`config.mk`:
```
export PLATFORM = sky130hd
export DESIGN_NAME = alu_result_writeback_flat
export DESIGN_NICKNAME = d
export VERILOG_FILES = /design/src/rtl/alu_result_writeback_if.sv /design/src/rtl/alu_result_writeback.sv /design/src/flat_wrapper.sv
export SDC_FILE = /design/constraint.sdc
export NUM_CORES = 1
export LEC_CHECK = 0
export CORE_UTILIZATION = 38
export DETAILED_ROUTE_END_ITERATION = 7
export GPL_ROUTABILITY_DRIVEN = 0
export MAX_ROUTING_LAYER = met4
export PLACE_DENSITY = 0.72
export SETUP_SLACK_MARGIN = 0.5
export SLEW_MARGIN = 20
export SYNTH_ARGS = -nofsm -noshare
export SYNTH_HDL_FRONTEND = slang
export SYNTH_SLANG_ARGS = --single-unit
```
`constraint.sdc`:
```
create_clock -name clock -period 1.9 [get_ports clock]
set_input_delay 0.285 -clock clock [delete_from_list [all_inputs] [get_ports clock]]
set_output_delay 0.285 -clock clock [all_outputs]
set_load 0.02 [all_outputs]
```
`src/rtl/alu_result_writeback_if.sv`:
```
// alu_result_writeback_if: capture side (opcode, zin, res_valid/res_ready), write-back side (bus_out, wb_valid/wb_ready, wb_sel), done and flag_z/flag_n; slave = writeback unit, master = control/destination
interface alu_result_writeback_if #(parameter int DATA_W = 32);
  logic [4:0] opcode;
  logic [2*DATA_W-1:0] zin;
  logic res_valid, res_ready;
  logic [DATA_W-1:0] bus_out;
  logic wb_valid, wb_ready;
  logic [1:0] wb_sel;
  logic done, flag_z, flag_n;
  modport master(output opcode, zin, res_valid, wb_ready, input res_ready, bus_out, wb_valid, wb_sel, done, flag_z, flag_n);
  modport slave(input opcode, zin, res_valid, wb_ready, output res_ready, bus_out, wb_valid, wb_sel, done, flag_z, flag_n);
endinterface

```
`src/rtl/alu_result_writeback.sv`:
```
// alu_result_writeback: captures 2*DATA_W ALU result on res_valid/res_ready, writes it back as one Rz word or LO then HI (MUL/DIV) over bus_out/wb_valid/wb_ready/wb_sel, pulses done; ports clock, reset (sync active-high), bus (slave); flag_z/flag_n live only with ALU_RESULT_FLAGS_EN
module alu_result_writeback #(parameter int DATA_W = 32) (
  input logic clock,
  input logic reset,
  alu_result_writeback_if.slave bus
);
  typedef enum logic [2:0] {IDLE, WB_ONE, WB_LO, WB_HI, DONE} state_t;
  state_t state, state_nx;
  logic [DATA_W-1:0] zhi, zlo;
  logic cap, is_two, is_one;
  assign cap = state == IDLE && bus.res_valid;
  assign is_two = bus.opcode inside {5'b01111, 5'b00001};
  assign is_one = bus.opcode inside {5'b01100, 5'b01010, 5'b01011, 5'b10010, 5'b10001, 5'b01000,
                                     5'b01001, 5'b00111, 5'b00101, 5'b00110, 5'b00100};
  always_ff @(posedge clock) begin
    if (reset) begin
      state <= IDLE;
      zhi <= '0;
      zlo <= '0;
    end else begin
      state <= state_nx;
      if (cap) {zhi, zlo} <= bus.zin;
    end
  end
  always_comb begin
    state_nx = state == IDLE   ? (bus.res_valid ? (is_two ? WB_LO : is_one ? WB_ONE : DONE) : IDLE) :
               state == WB_ONE ? (bus.wb_ready ? DONE : WB_ONE) :
               state == WB_LO  ? (bus.wb_ready ? WB_HI : WB_LO) :
               state == WB_HI  ? (bus.wb_ready ? DONE : WB_HI) : IDLE;
    bus.res_ready = state == IDLE;
    bus.done = state == DONE;
    bus.wb_valid = state inside {WB_ONE, WB_LO, WB_HI};
    bus.wb_sel = state == WB_ONE ? 2'b01 : state == WB_LO ? 2'b10 : state == WB_HI ? 2'b11 : 2'b00;
    bus.bus_out = state inside {WB_ONE, WB_LO} ? zlo : state == WB_HI ? zhi : '0;
  end
`ifdef ALU_RESULT_FLAGS_EN
  logic fz, fn;
  always_ff @(posedge clock) begin
    if (reset) begin
      fz <= 1'b0;
      fn <= 1'b0;
    end else if (cap) begin
      fz <= is_two ? bus.zin == '0 : is_one && bus.zin[DATA_W-1:0] == '0;
      fn <= is_two ? bus.zin[2*DATA_W-1] : is_one && bus.zin[DATA_W-1];
    end
  end
  assign bus.flag_z = fz;
  assign bus.flag_n = fn;
`else
  assign bus.flag_z = 1'b0;
  assign bus.flag_n = 1'b0;
`endif
endmodule

```
`src/flat_wrapper.sv`:
```
// flat-port wrapper written by rule: the top's interface ports become plain ports
module alu_result_writeback_flat 
#(parameter int DATA_W = 32)
  (clock, reset, bus_opcode, bus_zin, bus_res_valid, bus_wb_ready, bus_res_ready, bus_bus_out, bus_wb_valid, bus_wb_sel, bus_done, bus_flag_z, bus_flag_n);
  alu_result_writeback_if #(.DATA_W(DATA_W)) bus_i ();
  input logic clock;
  input logic reset;
  input wire logic [$bits(bus_i.opcode)-1:0] bus_opcode;
  input wire logic [$bits(bus_i.zin)-1:0] bus_zin;
  input wire logic [$bits(bus_i.res_valid)-1:0] bus_res_valid;
  input wire logic [$bits(bus_i.wb_ready)-1:0] bus_wb_ready;
  output wire logic [$bits(bus_i.res_ready)-1:0] bus_res_ready;
  output wire logic [$bits(bus_i.bus_out)-1:0] bus_bus_out;
  output wire logic [$bits(bus_i.wb_valid)-1:0] bus_wb_valid;
  output wire logic [$bits(bus_i.wb_sel)-1:0] bus_wb_sel;
  output wire logic [$bits(bus_i.done)-1:0] bus_done;
  output wire logic [$bits(bus_i.flag_z)-1:0] bus_flag_z;
  output wire logic [$bits(bus_i.flag_n)-1:0] bus_flag_n;
  assign bus_i.opcode = bus_opcode;
  assign bus_i.zin = bus_zin;
  assign bus_i.res_valid = bus_res_valid;
  assign bus_i.wb_ready = bus_wb_ready;
  assign bus_res_ready = bus_i.res_ready;
  assign bus_bus_out = bus_i.bus_out;
  assign bus_wb_valid = bus_i.wb_valid;
  assign bus_wb_sel = bus_i.wb_sel;
  assign bus_done = bus_i.done;
  assign bus_flag_z = bus_i.flag_z;
  assign bus_flag_n = bus_i.flag_n;
  alu_result_writeback #(.DATA_W(DATA_W)) u_core (.clock(clock), .reset(reset), .bus(bus_i));
endmodule
```
---- After elaboration in Yosys (flattened, before gate mapping) ----
Index checks and enable logic that the tools add are counted.
storage, ports and cells
  bits in registers ....................... 67
  bits of input ports ..................... 73
cells by class
  muxes and demuxes ....................... 15
  reductions and logical operators ........ 6
  eq/ne operators ......................... 17
operator list
  kind                  count
  $mux W32              2
  $eq A5 B4 Y1 const B  6
  $mux W3               9
  $eq A5 B3 Y1 const B  4
  $reduce_bool A11 Y1   1
  $eq A5 B5 Y1 const B  2
  $eq A3 B2 Y1 const B  2
  $mux W2               3
  $eq A5 B1 Y1 const B  1
  $reduce_bool A2 Y1    2
  $eq A3 B1 Y1 const B  1
  $eq A3 B3 Y1 const B  1
  $logic_not A3 Y1      1
  $reduce_bool A3 Y1    1
  $logic_and A1 B1 Y1   1
  $mux W1               1

---- Logic depth before layout (Yosys ltp) ----
Gate-level depths: netlist of run 1.
  word-level depth ........................ 6
  gate-level depth with buffers ........... 6

---- Worst setup path before layout of run 1 ----
No wires, ideal clock.
  path kind ............................... flip-flop to output port
  from .................................... register u_core.state[1]
  to ...................................... output port bus_bus_out[10]
  cell stages (with the launch flop) ...... 6
  data required time ...................... 1,615 ps
  data arrival time ....................... 1,627 ps
  slack ................................... -12 ps
  path through ............................ dfxtp_1 nor2b_1 and2_1 clkbuf_1 buf_2 a22o_1
between the ends
  longest elaborated chain between the ends .. 3
RTL lines
  what                                            line                        text
  start: declaration                              alu_result_writeback.sv:8   state_t state, state_nx;
  start signal: assignment                        alu_result_writeback.sv:21  state <= state_nx;
  $eq A3 B2 Y1 or $eq A3 B1 Y1 (tied branches)    alu_result_writeback.sv:34  bus.bus_out = state inside {WB_ONE, WB_LO} ? zlo : state == WB_HI ? zhi : '0;
  $mux W32 or $reduce_bool A2 Y1 (tied branches)  alu_result_writeback.sv:34
  $mux W32 (*)                                    alu_result_writeback.sv:34
  end: declaration                                flat_wrapper.sv:13          output wire logic [$bits(bus_i.bus_out)-1:0] bus_bus_out;
Every way passes the cells marked *; elsewhere a longest branch is shown, timed or not.

---- Final worst setup path of run 1 ----
  from .................................... register u_core.state[2]
  to ...................................... register u_core.state[1]
between the ends
  longest elaborated chain between the ends .. 5
RTL lines
  what          line                        text
  $eq A3 B2 Y1  alu_result_writeback.sv:29  state == WB_HI ? (bus.wb_ready ? DONE : WB_HI) : IDLE;
  $mux W3       alu_result_writeback.sv:29
  $mux W3       alu_result_writeback.sv:28  state == WB_LO ? (bus.wb_ready ? WB_HI : WB_LO) :
  $mux W3       alu_result_writeback.sv:27  state == WB_ONE ? (bus.wb_ready ? DONE : WB_ONE) :
  $mux W3 (*)   alu_result_writeback.sv:26  state_nx = state == IDLE ? (bus.res_valid ? (is_two ? WB_LO : is_one ? WB_ONE : DONE) : IDLE) :
Marked as above.
A chain may end at the register's enable or synchronous reset.

==> results.md, run 1 <==
- Antenna Cells: 0
- Synth Register Bits: 67
- Pre-Repair DR Iteration Count: 6
- Fill cell count: 274
- Cells after Synth: 356
- Most common cell after layout, fill and taps aside: clkdlybuf4s50_1
- Core footprint: about 7200 um^2
- FF-to-FF path depth: 11
- First-pass GRT wire length: 18.2 mm
- Netlist cell types: 31
- Number of flops mapped to enable cells by yosys: 0
- Antenna violations before repair: 0
- Relative slew slack: 60.5%
- Hpwl dp: 5.26 mm
- Post-route clock period utilization: 105%
- Drt wl/cell: 24.5 um
- Io pins: 112
- Critical Path Start Type: register
- Clock-pin slew on the worst setup and hold paths: 90 ps
- Yosys top cell by area: dfxtp_1
- Clock sink total: 67
- Worst-path maximum fanout: 5
- Leak: 2.88 nW
- Die area: 7760 um^2
- Vias in the first global route: between 3000 and 4000
- Synthesized area: between 2000 and 3000 um^2
- Htree depth: 3
- DP Area: 4380 um^2
- CP Capture Type: register
- Vias per cell: 5.84
- Area grow syn2layout: 131%
- Primary FF master, synth: dfxtp_1
- Die Ht: 88.1 um
- CTS tree: built
- Max Freq: 503 MHz
- Clock Path Buffers: 2
- Power Dens Cells: 697 nW/um^2
- Max Slew Vio Count: 0
- Max-Cap Viols: 0
- Most frequent cells in the layout: clkdlybuf4s50_1, dfxtp_1, nand2_4
- Clock Latency Late Sink: 370 ps
- Ys Warns: 0
- WP data arrival: 2250 ps
- Worst VDD drop: 517 uV
- # port buffers: 109
- Final Hold Fails: 0
- Layout cells sized above 1: 58.8%
- CTS Root Cell: clkbuf_8
- Hold Path Class: in2reg
- Largest net degree at the start of global routing: 39
- Final setup TNS: -352 ps
- Top cells by area, synth: dfxtp_1, nand2_1, a21oi_1
- Worst setup path start: u_core.state[2]$_SDFF_PP0_
- FF-to-FF Start: u_core.state[2]$_SDFF_PP0_
- Initial Util: approximately two fifths
- Die X: slightly below 90 um
- Worst reg2reg endpoint: u_core.state[1]$_SDFF_PP0_
- Worst slew pin tran: 593 ps
- Vias: between 3000 and 4000
- RSZ-0062 raised after global routing: yes
- Worst setup path class: reg2reg
- Routed Wire Length: 15.2 mm
- PnR worst setup slack: -86.8 ps
- Failing checks: setup timing
- Seq/Total Area, Yosys: 47.6%
- Ys async rst share: 0%
- # DRC: 0
- Synth top area share: 47.6%
- Post-layout min period: approximately 2000 ps
- Nets: 590
- Run status: finished, violations left
- Tot GR Track Use: 32.8%
- CP Capture Point: u_core.state[1]$_SDFF_PP0_
- DR iter-0 viols: 206
- Post-route cell area: between 6000 and 7000 um^2
- Syn Area/Cell: 7.91 um^2
- # setup viols final: 22
- Total CTS buffers: 9
- Detail Route Antenna Nets: 0
- Worst Clk Skew: between 10 and 15 ps
- Reg2reg setup slack: -90 ps
- WP data required: 2160 ps
- Remaining Overflow, GRT: 0
- Rows: 31
## worst min path at each step
stage,from,to,slack [ps],cells after the start
after floorplan,reset,u_core.state[0]$_SDFF_PP0_,390,1
after global placement,u_core.zlo[0]$_SDFFE_PP0P_,u_core.zlo[0]$_SDFFE_PP0P_,450,2
after detailed placement,u_core.zlo[0]$_SDFFE_PP0P_,u_core.zlo[0]$_SDFFE_PP0P_,460,2
after CTS,reset,u_core.state[0]$_SDFF_PP0_,180,2
after global routing,reset,u_core.state[0]$_SDFF_PP0_,220,2
final,reset,u_core.state[0]$_SDFF_PP0_,210,2
## final cells by class
class | instances | area, um^2 | area share (%)
clock inverter | 5 | 58.8 | 0.903
tap | 99 | 124 | 1.90
inverter | 1 | 3.75 | 0.0576
timing repair buffer | 181 | 2430 | 37.3
clock buffer | 11 | 153 | 2.34
sequential | 67 | 1350 | 20.8
multi-input combinational | 257 | 2390 | 36.7
## registers in the layout, indices dropped and copies added, names as in the netlist
register      cells
u_core.zhi       32
u_core.zlo       32
u_core.state      3
## cells by family after synthesis
family,Yosys count,synth area share (%)
compound gates,106,24.4
xor+xnor,2,0.622
buf+inv,33,5.82
flops,67,47.6
other cells,1,0.133
simple gates,147,21.4
## critical path: stages, from the launching register on
cell,delay (ps)
dfxtp_4,380
buf_6,130
buf_6,110
buf_6,100
buf_6,110
nor4b_4,210
buf_6,160
buf_12,120
buf_6,90
buf_12,120
o211ai_1,120
a21oi_1,230
## routing by layer
| metal | up-vias | wire length (um) | global-route usage [%] |
|---|---|---|---|
| met1 | 1788 | 5820 | 38.6 |
| met2 | 209 | 7490 | 54.9 |
| met4 | 0 | 844 | 14.2 |
| met5 | - | 0 | - |
| li1 | 1549 | - | - |
| met3 | 82 | 1090 | 5.84 |
## synth_stat cells (2+ instances only)
| library cell | instances |
|---|---|
| buf_6 | 2 |
| nor2b_1 | 3 |
| nor3_1 | 2 |
| buf_4 | 2 |
| and3_1 | 2 |
| o211ai_1 | 2 |
| nand2_1 | 130 |
| clkbuf_1 | 13 |
| a21oi_1 | 65 |
| a22o_1 | 32 |
| dfxtp_1 | 67 |
| nor2_1 | 3 |
| and2_1 | 2 |
| buf_2 | 14 |
## through the flow
| stage | std cells | setup WS, ps | util [%] | total power [mW] | hold WS [ps] |
|---|---|---|---|---|---|
| global placement | 551 | 34.6 | 60.8 | 2.24 | 450 |
| CTS | 612 | 30.6 | 79.8 | 4.14 | 177 |
| floorplan | 357 | 419 | - | 1.96 | 388 |
| finish | 621 | -86.8 | 90.3 | 4.54 | 214 |
| detailed placement | 551 | 21.0 | 60.8 | 2.25 | 458 |
| global route | 621 | -170 | 90.3 | 4.65 | 217 |
## power breakdown
group	total [mW]	internal (mW)	switching, mW
Clock	1.33	0.689	0.644
Combinational	1.57	0.876	0.692
Sequential	1.64	1.51	0.131
## what timing repair did
| item | 4_1_cts | 5_1_grt |
|---|---|---|
| gates cloned | 18 | 3 |
| hold buffers | 0 | 0 |
| buffers inserted | 27 | 6 |
| pin swaps | 38 | 47 |
| endpoints found under the setup margin | 104 | 104 |
| gates resized for setup | 314 | 162 |
No activity file was read; power rests on OpenSTA's default activity.
==> run 2, diff against run 1 <==
TNS_END_PERCENT = 50   (was default)
==> run 2 against run 1 <==
  * The run still ends with setup timing left
  * Total power decreased by 8.0%
  * Die area did not move
  * Critical path depth is 4 lower
  * Non-clock buffer count is 15 lower
  * Cell area decreased by 6.4%
  * Wire length fell by 16%
  * Critical endpoint is now u_core.zlo[21]$_SDFFE_PP0P_
  * Largest cell class is now multi-input gates
==> results.md, run 2 (synthesized netlist as in run 1, its figures left out) <==
- # port buffers: 109 (unchanged)
- Vias per cell: 5.52 (-5.5%)
- Remaining Overflow, GRT: 0 (unchanged)
- Switch share: 31.0% (-1.3 points)
- Nets: 575 (-2.5%)
- Largest net degree at the start of global routing: 37 (-5.1%)
- Total CTS buffers: 9 (unchanged)
- # setup viols final: 3 (-86%)
- CTS Hold Bufs: 0 (unchanged)
- Die Ht: 88.1 um (unchanged)
- Rows: 31 (unchanged)
- Worst setup path class: reg2reg
- Worst slew pin tran: 527 ps (-65.8 ps)
- Run status: finished, violations left
- Die X: 88.1 um (unchanged)
- Part of the power in combinational logic: 31.9% (-2.6 points)
- Worst-path maximum fanout: 8 (+3)
- Area grow syn2layout: 116%
- Die area: 7760 um^2 (unchanged)
- Clock share of power: 28.9% (-0.5 points)
- Failing checks: setup timing
- Max Freq: 512 MHz (+1.6%)
- Routed Wire Length: 12.8 mm (-16%)
- Clock-pin slew on the worst setup and hold paths: 80 ps (about the same)
- CTS Root Cell: clkbuf_8
- Critical Path Start Type: register
- Core Util, Final: 84.5% (-5.8 points)
- WP data required: 2090 ps (-70 ps)
- # DRC: 0 (unchanged)
- Worst Clk Skew: 8.38 ps (-6.02 ps)
- Leak: 2.69 nW (-6.5%)
- Power Dens Cells: 685 nW/um^2 (-1.7%)
- CTS tree: built
- Antenna Cells: 0 (unchanged)
- Vias in the first global route: 2961 (-14%)
- RSZ-0062 raised after global routing: yes
- Detail Route Antenna Nets: 0 (unchanged)
- Pre-Repair DR Iteration Count: 4 (-2)
- Post-route clock period utilization: 103% (-1.7 points)
- Vias: 3344 (-7.8%)
- Io pins: 112 (unchanged)
- Switch Pwr: 1.30 mW (-12%)
- Hpwl dp: 5.36 mm (+1.8%)
- Layout cells sized above 1: 55.4% (-3.4 points)
- Post-layout min period: 1950 ps (-31.9 ps)
- Htree depth: 3 (unchanged)
- Int Power: 2.88 mW (-6.3%)
- Clock Path Buffers: 2 (unchanged)
- Most frequent cells in the layout: clkdlybuf4s50_1, dfxtp_1, nand2_4
- Tot GR Track Use: 26.7% (-6.2 points)
- WP data arrival: 2140 ps (-110 ps)
- CP Capture Type: register
- Clock Latency Late Sink: 330 ps (-40 ps)
- Total power: 4.18 mW (-8.0%)
- DR iter-0 viols: 133 (-35%)
- Max-Cap Viols: 0 (unchanged)
- Core footprint: 7210 um^2 (unchanged)
- Most common cell after layout, fill and taps aside: clkdlybuf4s50_1
- Worst VDD drop: 427 uV (-18%)
- Antenna violations before repair: 0 (unchanged)
- Relative slew slack: 64.9% (+4.4 points)
- Sequential share of power: 39.1% (+3.0 points)
- Drt wl/cell: 21.1 um (-14%)
- PnR worst setup slack: -54.9 ps (+31.9 ps)
- Hold Path Class: in2reg
- Clock sink total: 67 (unchanged)
- Initial Util: 39.0% (unchanged)
- Final Hold Fails: 0 (unchanged)
- First-pass GRT wire length: 14.9 mm (-18%)
- Biggest regs: u_core.zhi: 32 flops, u_core.zlo: 32 flops, u_core.state: 3 flops
- Max Slew Vio Count: 0 (unchanged)
-- run 2: cell count changes in the layout (fill, tap and decap cells not counted), sizes merged --
cell,change
buf,-18
inv,-1
clkbuf,+4
-- run 2: timing repair --
action,CTS,global route
pin swaps,25,82
endpoints found under the setup margin,104,104
resized for setup,230,221
gates cloned,11,8
buffers inserted,13,8
-- run 2: path summary, 6_finish.rpt --
| check | from | end | slack [ps] | cells after the start |
|---|---|---|---|---|
| worst max-delay path | u_core.state[2]$_SDFF_PP0_ | u_core.zlo[21]$_SDFFE_PP0P_ | -50 | 7 |
| worst max register to register | u_core.state[2]$_SDFF_PP0_ | u_core.zlo[21]$_SDFFE_PP0P_ | -50 | 7 |
| worst min register to register | u_core.zhi[24]$_SDFFE_PP0P_ | u_core.zhi[24]$_SDFFE_PP0P_ | 470 | 2 |
| worst min-delay path | reset | u_core.state[0]$_SDFF_PP0_ | 220 | 2 |
-- run 2: cell type report --
cell class              count  area, um^2
flip-flops and latches     67        1350
repair buffers            166        2110
inverters                   1        3.75
clock buffers              12         145
clock inverters             4        50.0
well taps                  99         124
multi-input cells         257        2310
fillers                   365        1120
-- run 2: critical path, cell delays in order (launching register included) --
cell	delay (ps)
dfxtp_4	370
buf_6	130
buf_8	110
or4b_4	670
buf_12	200
buf_16	130
nand2_1	80
a21oi_1	100
-- run 2: metal layers --
metal / vias to the layer above / share of wire, % / global-route usage, %
li1: 1506 / - / -
met1: 1642 / 41 / 32.3
met2: 159 / 51 / 44.8
met3: 37 / 5.4 / 5.75
met4: 0 / 3.1 / 7.04
met5: - / 0 / -
-- run 2: power groups by stage --
stage,Combinational (mW),Clock [mW],Sequential [mW]
detailed placement,0.637,0,1.62
CTS,0.958,1.19,1.59
global route,1.38,1.28,1.65
floorplan,0.361,0,1.60
global placement,0.625,0,1.61
finish,1.33,1.21,1.63
-- run 2: per-stage QoR --
step	std cells	hold slack, ps	worst slack [ps]	instance area, um^2	setup TNS [ps]
after floorplan	357	388	419	3180	0
after global placement	550	444	31.5	4380	0
after detailed placement	550	455	-12.8	4380	-12.8
after CTS	590	183	37.2	5090	0
after global routing	606	203	-55.0	6090	-234
final	606	221	-54.9	6090	-83.7
==> run 3, diff against run 2 <==
CORE_ASPECT_RATIO = 0.6   (was default)
CTS_BUF_LIST = sky130_fd_sc_hd__clkbuf_4 sky130_fd_sc_hd__clkbuf_8   (was default)
DONT_BUFFER_PORTS = 1   (was default)
PLACE_DENSITY = default   (was 0.72)
==> run 3 against run 2 <==
  * The flow now finishes without violations
  * Critical path depth decreased by 3
  * Hold slack got worse by 210 ps
  * Combinational power decreased by 53%
  * Critical endpoint is now bus_bus_out[12]
  * Largest cell class unchanged
==> results.md, run 3 (synthesized netlist as in run 1, its figures left out) <==
- Run status: completed
- Tot GR Track Use: 21.8% (-4.9 points)
- WP data required: 1620 ps (-470 ps)
- Worst hold stages: 1 (-1)
- Vias per cell: 5.44 (-1.5%)
- Finished Layout Cells: 463 (-24%)
- # DRC: 0 (unchanged)
- # placed instances: 425 (-23%)
- FF-to-FF Start: u_core.state[1]$_SDFF_PP0_
- Routed Wire Length: 8.24 mm (-36%)
- Final Hold Fails: 0 (unchanged)
- Largest stage delay on the critical path: 370 ps (-300 ps)
- Reg2reg setup slack: 230 ps (+280 ps)
- Post-layout min period: 1770 ps (-185 ps)
- Nets: 444 (-23%)
- Placement Setup Slack: 206 ps (+219 ps)
- Clock Latency Late Sink: 350 ps (+20 ps)
- Remaining Overflow, GRT: 0 (unchanged)
- Gr busiest metal: met2
- Biggest regs: u_core.zhi: 32 flops, u_core.zlo: 32 flops, u_core.state: 3 flops
- Total power: 3.38 mW (-19%)
- Largest net degree at the start of global routing: 69 (+86%)
- Vias: 2517 (-25%)
- Clock sink total: 67 (unchanged)
- Layout cells sized above 1: 29.8% (-26 points)
- DR iter-0 viols: 131 (-1.5%)
- Clock Path Buffers: 2 (unchanged)
- CP Capture Type: output pin
- Worst reg2reg endpoint: u_core.zhi[28]$_SDFFE_PP0P_
- Hpwl dp: 4.76 mm (-11%)
- Worst VDD drop: 482 uV (+13%)
- CP bufs+invs: 1 (-3)
- Die area: 7770 um^2 (+0.15%)
- Max-Cap Viols: 0 (unchanged)
- Worst setup path class: reg2out
- Fill cell count: 642 (+76%)
- RSZ-0062 raised after global routing: yes
- Die X: 113 um (+28%)
- DP Area: 3210 um^2 (-27%)
- Antenna violations before repair: 0 (unchanged)
- Clock-pin slew on the worst setup and hold paths: 70 ps (about the same)
- Crit-path slowest cell: dfxtp_4
- Max Slew Vio Count: 0 (unchanged)
- CTS tree: built
- Detail Route Antenna Nets: 0 (unchanged)
- Io pins: 112 (unchanged)
- Vias in the first global route: 2341 (-21%)
- Antenna Cells: 0 (unchanged)
- Worst Clk Skew: 10.5 ps (+2.09 ps)
- Grt met2 use: 31.4% (-13 points)
- Core footprint: 6910 um^2 (-4.3%)
- CP delay by family, top: flip-flops
- Initial Util: 40.8% (+1.7 points)
- Htree depth: 3 (unchanged)
- Final setup TNS: 0 ps (+83.7 ps)
- Area grow syn2layout: 38.1%
- # port buffers: 0 (-100%)
- Most common cell after layout, fill and taps aside: nand2_1
- Rows: 23 (-26%)
- PnR worst setup slack: 130 ps (+185 ps)
- # setup viols final: 0 (-3)
- Post-route cell area: 3890 um^2 (-36%)
- Power Dens Cells: 870 nW/um^2 (+27%)
- Hold Path Class: in2reg
- Met3 GRT Util: 8.30% (+2.6 points)
- Critical Path Start Type: register
- First-pass GRT wire length: 12.1 mm (-19%)
- Hold Startpoint: reset
- FF-to-FF path depth: 7 (unchanged)
- Critical-path cell list: nor2b_4 -> and2_4 -> clkbuf_16 -> a22o_4
- GRT met1 Usage: 28.0% (-4.3 points)
- Most frequent cells in the layout: nand2_1, dfxtp_1, a21oi_1
- Worst-path maximum fanout: 9 (+1)
- Post-route clock period utilization: 93.2% (-9.7 points)
- FF/Latch Area: 1350 um^2 (-0.19%)
- WP data arrival: 1480 ps (-660 ps)
- Die Ht: 68.7 um (-22%)
- Drt wl/cell: 17.8 um (-16%)
- Total CTS buffers: 9 (unchanged)
- Leak: 1.65 nW (-39%)
- Critical Path Stages: 4 (-3)
- Pre-Repair DR Iteration Count: 4 (unchanged)
- Max Freq: 565 MHz (+10%)
- CTS Root Cell: clkbuf_8
- Multi-input logic area: 1690 um^2 (-27%)
- Worst hold endpoint: u_core.zhi[30]$_SDFFE_PP0P_
==> run 3: changes by cell type in the layout (fill, tap and decap cells not counted), moves of 3 or more <==
cell	delta
buf_6	-43
buf_12	-4
a21oi_1	+46
nand2_2	-9
clkdlybuf4s50_1	-71
buf_8	-3
nand2_4	-53
a21oi_2	-45
nand2_1	+62
buf_16	-8
==> run 3: final cells by class <==
cell class / instances / share of cell area [%]
clock buffers: 9 / 3.19
clock inverters: 7 / 1.74
inverters: 1 / 0.0965
multi-input cells: 257 / 43.5
flip-flops and latches: 67 / 34.7
well taps: 87 / 2.80
repair buffers: 35 / 13.9
==> run 3: timing repair <==
action | 4_1_cts | 5_1_grt
cloned | 5 | 4
gates resized for setup | 20 | 24
setup buffers | 11 | 2
endpoints found under the hold margin | 65 | 65
endpoints found under the setup margin | 103 | 103
pin swaps | 2 | 2
==> run 3: power breakdown <==
part	internal (mW)	total, mW	switching (mW)	leakage (nW)
registers	1.51	1.60	0.0864	0.552
clock network	0.601	1.17	0.568	0.0993
logic	0.309	0.619	0.310	1.00
total	2.42	3.38	0.965	1.65
==> run 3: worst max-delay path by stage <==
stage | from | to | slack, ps
finish | u_core.state[1]$_SDFF_PP0_ | bus_bus_out[12] | 130
global route | u_core.state[1]$_SDFF_PP0_ | bus_bus_out[4] | 80
global placement | u_core.state[0]$_SDFF_PP0_ | bus_bus_out[31] | 260
CTS | u_core.state[1]$_SDFF_PP0_ | bus_bus_out[31] | 110
detailed placement | u_core.state[0]$_SDFF_PP0_ | bus_bus_out[31] | 210
floorplan | u_core.state[2]$_SDFF_PP0_ | bus_bus_out[10] | 420
==> run 3: through the flow <==
| stage | hold slack (ps) | util (%) |
|---|---|---|
| after global routing | -33.3 | 56.3 |
| after detailed placement | 356 | 46.4 |
| after floorplan | 388 | - |
| final | 10.3 | 56.3 |
| after global placement | 356 | 46.4 |
| after CTS | -26.5 | 53.3 |
==> run 3: layer usage <==
layer  wire, um  vias to the layer above
met5          0                        -
met1       4050                     1196
li1           -                     1231
met4         72                        0
met3        593                        8
met2       3530                       82
